### src/rtl/iir_out_round_sat_pkg.sv
// Shared iir8 constants plus a reference round/saturate helper for model reuse.
package iir_out_round_sat_pkg;

    localparam int unsigned IIR_NSAMP      = 8;
    localparam int unsigned IIR_MACC_BITS  = 27;
    localparam int unsigned IIR_MACC_FRAC  = 13;
    localparam int unsigned IIR_SAMP_BITS  = 12;
    localparam int unsigned IIR_ROUND_BITS = IIR_MACC_BITS + 1 - IIR_MACC_FRAC;

    typedef struct packed {
        logic                     sat;
        logic [IIR_SAMP_BITS-1:0] out;
    } sat_round_t;

    // Round half up to integer, then clamp to the signed sample range.
    function automatic sat_round_t sat_round(input logic [IIR_MACC_BITS-1:0] din);
        logic [IIR_MACC_BITS:0]    sum;
        logic [IIR_ROUND_BITS-1:0] r;
        logic [IIR_ROUND_BITS-IIR_SAMP_BITS:0] upper;
        sat_round_t res;
        sum   = {din[IIR_MACC_BITS-1], din} + ((IIR_MACC_BITS+1)'(1) << (IIR_MACC_FRAC - 1));
        r     = sum[IIR_MACC_BITS:IIR_MACC_FRAC];
        upper = r[IIR_ROUND_BITS-1:IIR_SAMP_BITS-1];
        if (upper == '0 || upper == '1) begin
            res.sat = 1'b0;
            res.out = r[IIR_SAMP_BITS-1:0];
        end else begin
            res.sat = 1'b1;
            res.out = r[IIR_ROUND_BITS-1] ? {1'b1, {(IIR_SAMP_BITS-1){1'b0}}}
                                          : {1'b0, {(IIR_SAMP_BITS-1){1'b1}}};
        end
        return res;
    endfunction

endpackage

### src/rtl/iir_out_round_sat_lane.sv
// One lane: stage 1 rounds half up, stage 2 saturates to OUT_BITS signed.
module iir_round_sat_lane
    import iir_out_round_sat_pkg::*;
#(
    parameter int unsigned IN_BITS   = IIR_MACC_BITS,
    parameter int unsigned FRAC_BITS = IIR_MACC_FRAC,
    parameter int unsigned OUT_BITS  = IIR_SAMP_BITS
) (
    input  logic                clk,
    input  logic                rst_n,
    input  logic [IN_BITS-1:0]  din,
    output logic [OUT_BITS-1:0] dout,
    output logic                sat,
    output logic                sat_next
);

    localparam int unsigned R_BITS = IN_BITS + 1 - FRAC_BITS;
    localparam logic [IN_BITS:0] HALF =
        {{(IN_BITS + 1 - FRAC_BITS){1'b0}}, 1'b1, {(FRAC_BITS - 1){1'b0}}};

    logic [IN_BITS:0]         sum;
    logic [R_BITS-1:0]        r_q;
    logic [R_BITS-OUT_BITS:0] upper;
    logic [OUT_BITS-1:0]      dout_next;

    always_comb begin
        sum = {din[IN_BITS-1], din} + HALF;
    end

    // In range exactly when every bit above the output sign bit matches it.
    always_comb begin
        upper     = r_q[R_BITS-1:OUT_BITS-1];
        sat_next  = 1'b0;
        dout_next = r_q[OUT_BITS-1:0];
        if (!(upper == '0 || upper == '1)) begin
            sat_next  = 1'b1;
            dout_next = r_q[R_BITS-1] ? {1'b1, {(OUT_BITS-1){1'b0}}}
                                      : {1'b0, {(OUT_BITS-1){1'b1}}};
        end
    end

    always_ff @(posedge clk or negedge rst_n) begin
        if (!rst_n) begin
            r_q  <= '0;
            dout <= '0;
            sat  <= 1'b0;
        end else begin
            r_q  <= sum[IN_BITS:FRAC_BITS];
            dout <= dout_next;
            sat  <= sat_next;
        end
    end

endmodule

### src/rtl/iir_out_round_sat.sv
// iir8 output stage: per-lane round + saturate, valid pipeline and saturation statistics.
module iir_out_round_sat
    import iir_out_round_sat_pkg::*;
#(
    parameter int unsigned NSAMP     = IIR_NSAMP,
    parameter int unsigned IN_BITS   = IIR_MACC_BITS,
    parameter int unsigned FRAC_BITS = IIR_MACC_FRAC,
    parameter int unsigned OUT_BITS  = IIR_SAMP_BITS,
    parameter int unsigned CNT_BITS  = 16
) (
    input  logic                      clk,
    input  logic                      rst_n,
    input  logic [NSAMP*IN_BITS-1:0]  dat_i,
    input  logic                      valid_i,
    output logic [NSAMP*OUT_BITS-1:0] dat_o,
    output logic                      valid_o,
    output logic [NSAMP-1:0]          sat_o,
    output logic                      sat_flag_o,
    output logic [CNT_BITS-1:0]       sat_cnt_o,
    input  logic                      sat_clr_i
);

    logic [NSAMP-1:0] lane_sat;
    logic [NSAMP-1:0] lane_sat_next;
    logic             valid_s1;
    logic             sat_event;

    for (genvar k = 0; k < NSAMP; k++) begin : g_lane
        iir_round_sat_lane #(
            .IN_BITS   (IN_BITS),
            .FRAC_BITS (FRAC_BITS),
            .OUT_BITS  (OUT_BITS)
        ) u_lane (
            .clk      (clk),
            .rst_n    (rst_n),
            .din      (dat_i[k*IN_BITS +: IN_BITS]),
            .dout     (dat_o[k*OUT_BITS +: OUT_BITS]),
            .sat      (lane_sat[k]),
            .sat_next (lane_sat_next[k])
        );
    end

    always_comb begin
        sat_o = lane_sat & {NSAMP{valid_o}};
    end

    // Event is taken from the stage-2 inputs so the stats move on the same edge as sat_o.
    always_comb begin
        sat_event = valid_s1 && (|lane_sat_next);
    end

    always_ff @(posedge clk or negedge rst_n) begin
        if (!rst_n) begin
            valid_s1 <= 1'b0;
            valid_o  <= 1'b0;
        end else begin
            valid_s1 <= valid_i;
            valid_o  <= valid_s1;
        end
    end

    always_ff @(posedge clk or negedge rst_n) begin
        if (!rst_n) begin
            sat_flag_o <= 1'b0;
            sat_cnt_o  <= '0;
        end else if (sat_clr_i) begin
            sat_flag_o <= sat_event;
            sat_cnt_o  <= sat_event ? CNT_BITS'(1) : '0;
        end else if (sat_event) begin
            sat_flag_o <= 1'b1;
            if (sat_cnt_o != '1) begin
                sat_cnt_o <= sat_cnt_o + CNT_BITS'(1);
            end
        end
    end

endmodule

### config.mk
export PLATFORM = sky130hd
export DESIGN_NAME = iir_out_round_sat
export DESIGN_NICKNAME = d
export VERILOG_FILES = /design/src/rtl/iir_out_round_sat_pkg.sv /design/src/rtl/iir_out_round_sat_lane.sv /design/src/rtl/iir_out_round_sat.sv
export SDC_FILE = /design/constraint.sdc
export NUM_CORES = 1
export LEC_CHECK = 0
export ABC_AREA = 1
export CAP_MARGIN = 20
export CORE_UTILIZATION = 43
export DETAILED_ROUTE_END_ITERATION = 7
export PLACE_DENSITY = 0.77
export SYNTH_ARGS = -nofsm -noshare
export SYNTH_HDL_FRONTEND = slang
export SYNTH_HIERARCHICAL = 1
export SYNTH_SLANG_ARGS = --single-unit
### constraint.sdc
create_clock -name clk -period 1.6 [get_ports clk]
set_clock_uncertainty 0.2 [all_clocks]
set_input_delay 0.32 -clock clk [delete_from_list [all_inputs] [get_ports clk]]
set_output_delay 0.32 -clock clk [all_outputs]
set_load 0.01 [all_outputs]
==> impl_metrics.csv <==
group,metric,value,unit
grt,antenna_found_initial,8,
synthesis,post_synth.cell_area_avg,8.948,um2
grt,grt_overflow,0,
route,antenna_left,0,
clock_tree,cts-root-buf,"clkbuf_16",
grt,grt_max_degree,62,
worst_setup_path,critPathMaxFanout,4,
min_path,hold_class,"input port to asynchronous set/reset pin",
sta,post-route-min-period,1.803,ns
clock_tree,clk_path_buf_depth,3,
die,die-area,0.02681,mm2
placement,dp.cells,1957,
synthesis,synth_warnings,6,
placement,gp_congestion,0.8996,
grt,grt_first_pass_wirelength,44.28,mm
status,outcome,"finished, violations left",
clock_tree,cts_tree,"done",
sta,drv_slew,0,
pwr,p_per_area,953.9,mW/mm2
placement,numPortBuffers,245,
synthesis,synth_top_area_cell,"dfrtp_1",
synthesis,syn_area,0.01125,mm2
die,die_w,163.7,um
cells_and_area,post-route-util,0.6287,
cells_and_area,drive_gt1_frac,0.3178,
worst_setup_path,cp-start-kind,"flip-flop",
clock_tree,clk_latency,0.51,ns
route,wirelength,26.93,mm
grt,grt_pass1_vias,9577,
synthesis,seq_area_frac_synth,0.5407,
die,fp.dieH,163.7,um
sta,worst_pin_slew,0.3338,ns
cells_and_area,final_nets,1912,
synthesis,synthDistinctLibCells,26,
pwr,p_leak,7.956,nW
clock_tree,path_clk_slew,0.06,ns
synthesis,yosys-top-cells-area,"dfrtp_1, nand2_1, nand3_1",
worst_setup_path,cp.arrival,1.28,ns
sta,finalHoldViolCount,0,
sta,max_slew_margin,0.7767,
cells_and_area,n_fill_cell,2177,
sta,fmax,554.5,MHz
clock_tree,cts_htree_levels,1,
route,first_iter_violations,543,
die,core-area,0.02540,mm2
grt,grt.total_usage,0.2059,
clock_tree,cts_inserted_buffers,25,
die,initial_core_util,0.4428,
cells_and_area,layout_commonest_cell,"nand2_1",
cells_and_area,area_delta_synth_final,41.98,%
worst_setup_path,r2r_cells,9,
route,avgViaCountPerCell,4.764,
status,violations,"setup timing",
synthesis,postSynthCellCount,1257,
cells_and_area,layout_common_cells,"nand2_1, dfrtp_1, buf_4",
route,route.detailed.drc,0,
worst_setup_path,cp-end-kind,"primary output",
worst_setup_path,worstSetupPathType,"flip-flop to primary output",
run,maxCapViolations,0,
die,rows,58,
synthesis,synth_fp_nets,1486,
route,vias,9681,
synthesis,synth-seq-cells,243,
worst_setup_path,worst_ep_required_time,1.08,ns
cells_and_area,fin_cells,2032,
placement,dp_hpwl,20.50,mm
clock_tree,clock-sinks,243,
route,wl_per_cell,13.25,um
sta,setup_viol,27,
route,detail_route.first_pass.iterations,5,
pwr,ir_drop,0.6850,mV
die,io_pins,342,
sta,rsz0062_at_grt,"true",
synthesis,synth_top_area_share,0.5407,
sta,period_share,1.127,
sta,fin_ws,-0.2033,ns
worst max-delay path: stages (launching register included):
cell and delay, ns:
dfrtp_1 0.40, buf_6 0.16, nand2_4 0.07, inv_4 0.04
buf_6 0.11
synthesized netlist by cell type, drive strengths merged:
master  instances
nand2         423
dfrtp         243
nand3         168
nor2          126
inv           116
nand4          55
xnor2          34
buf            26
xor2           26
o21ai          19
clkbuf          9
ha              9
o21bai          2
nor3b           1
per-stage QoR:
stage          setup WS (ns)  power [mW]  cell area, um2  TNS [ns]  hold WS (ns)
4_1_cts              -0.2107       15.38           15790    -5.090       0.03873
6_report             -0.2033       15.23           15970    -4.364       0.06202
2_1_floorplan       -0.08714       7.760           11270   -0.8090       -0.1756
5_1_grt              -0.2972       15.91           15960    -6.725       0.07155
3_3_place_gp         -0.2359       9.198           15150    -14.95      -0.01066
3_5_place_dp         -0.2743       9.262           15150    -18.39     -0.007728
state kept, by name, indices dropped and copies added, names as in the netlist:
name                cells
g_lane.u_lane/r_q     120
g_lane.u_lane/dout     96
sat_cnt_o              16
g_lane.u_lane/sat       8
sat_flag_o              1
valid_o                 1
valid_s1                1
per-layer routing:
metal / up-vias / GRT usage / routed length, um
met2: 284 / 0.3648 / 13630
met3: 61 / 0.04747 / 1794
met1: 4484 / 0.2403 / 10660
li1: 4848 / - / -
met4: 4 / 0.08123 / 816
met5: - / 0 / 27
where the power goes:
group | switching, mW | internal, mW | total, mW | leakage [nW]
Clock | 2.29 | 3.92 | 6.22 | 0.430
Combinational | 1.20 | 1.06 | 2.26 | 4.66
Sequential | 0.171 | 6.59 | 6.76 | 2.86
final cells by class:
| type | instances | area (um2) | area share |
|---|---|---|---|
| sequential | 243 | 6087 | 0.3812 |
| multi-input combinational | 864 | 4681 | 0.2931 |
| timing repair buffer | 433 | 3455 | 0.2163 |
| clock buffer | 32 | 671.9 | 0.04207 |
| inverter | 116 | 442.9 | 0.02774 |
| tap | 330 | 412.9 | 0.02586 |
| clock inverter | 11 | 211.5 | 0.01324 |
| antenna | 3 | 7.507 | 0.0004701 |
timing repair:
item / 4_1_cts / 5_1_grt
endpoints found under the setup margin: 139 / 45
gates cloned: 1 / 0
pin swaps: 20 / 21
gates resized for setup: 544 / 32
hold endpoints to repair: 243 / 0
hold buffers: 1 / 0
buffers inserted: 21 / 7
path summary, 6_finish.rpt:
check	start	endpoint	slack [ns]
setup reg to reg	g_lane[3].u_lane/r_q[14]$_DFF_PN0_	sat_cnt_o[10]$_DFFE_PN0P_	-0.18
setup / recovery	valid_o$_DFF_PN0_	sat_o[7]	-0.20
max in group asynchronous	rst_n	g_lane[0].u_lane/r_q[8]$_DFF_PN0_	0.53
min in group clk	valid_i	valid_s1$_DFF_PN0_	0.17
hold / removal	rst_n	g_lane[7].u_lane/dout[1]$_DFF_PN0_	0.06
hold reg to reg	g_lane[3].u_lane/r_q[14]$_DFF_PN0_	g_lane[3].u_lane/dout[11]$_DFF_PN0_	0.26
cells by family after synthesis:
family                   share of synthesized area
AO/OA/AOI/OAI                              0.01513
XOR/XNOR                                   0.04672
AND/OR/NAND/NOR                             0.3253
buffers and inverters                      0.06219
adder cells (fa/ha/maj)                    0.01001
flip-flops                                  0.5407
Power figures use the tool's default switching activity.
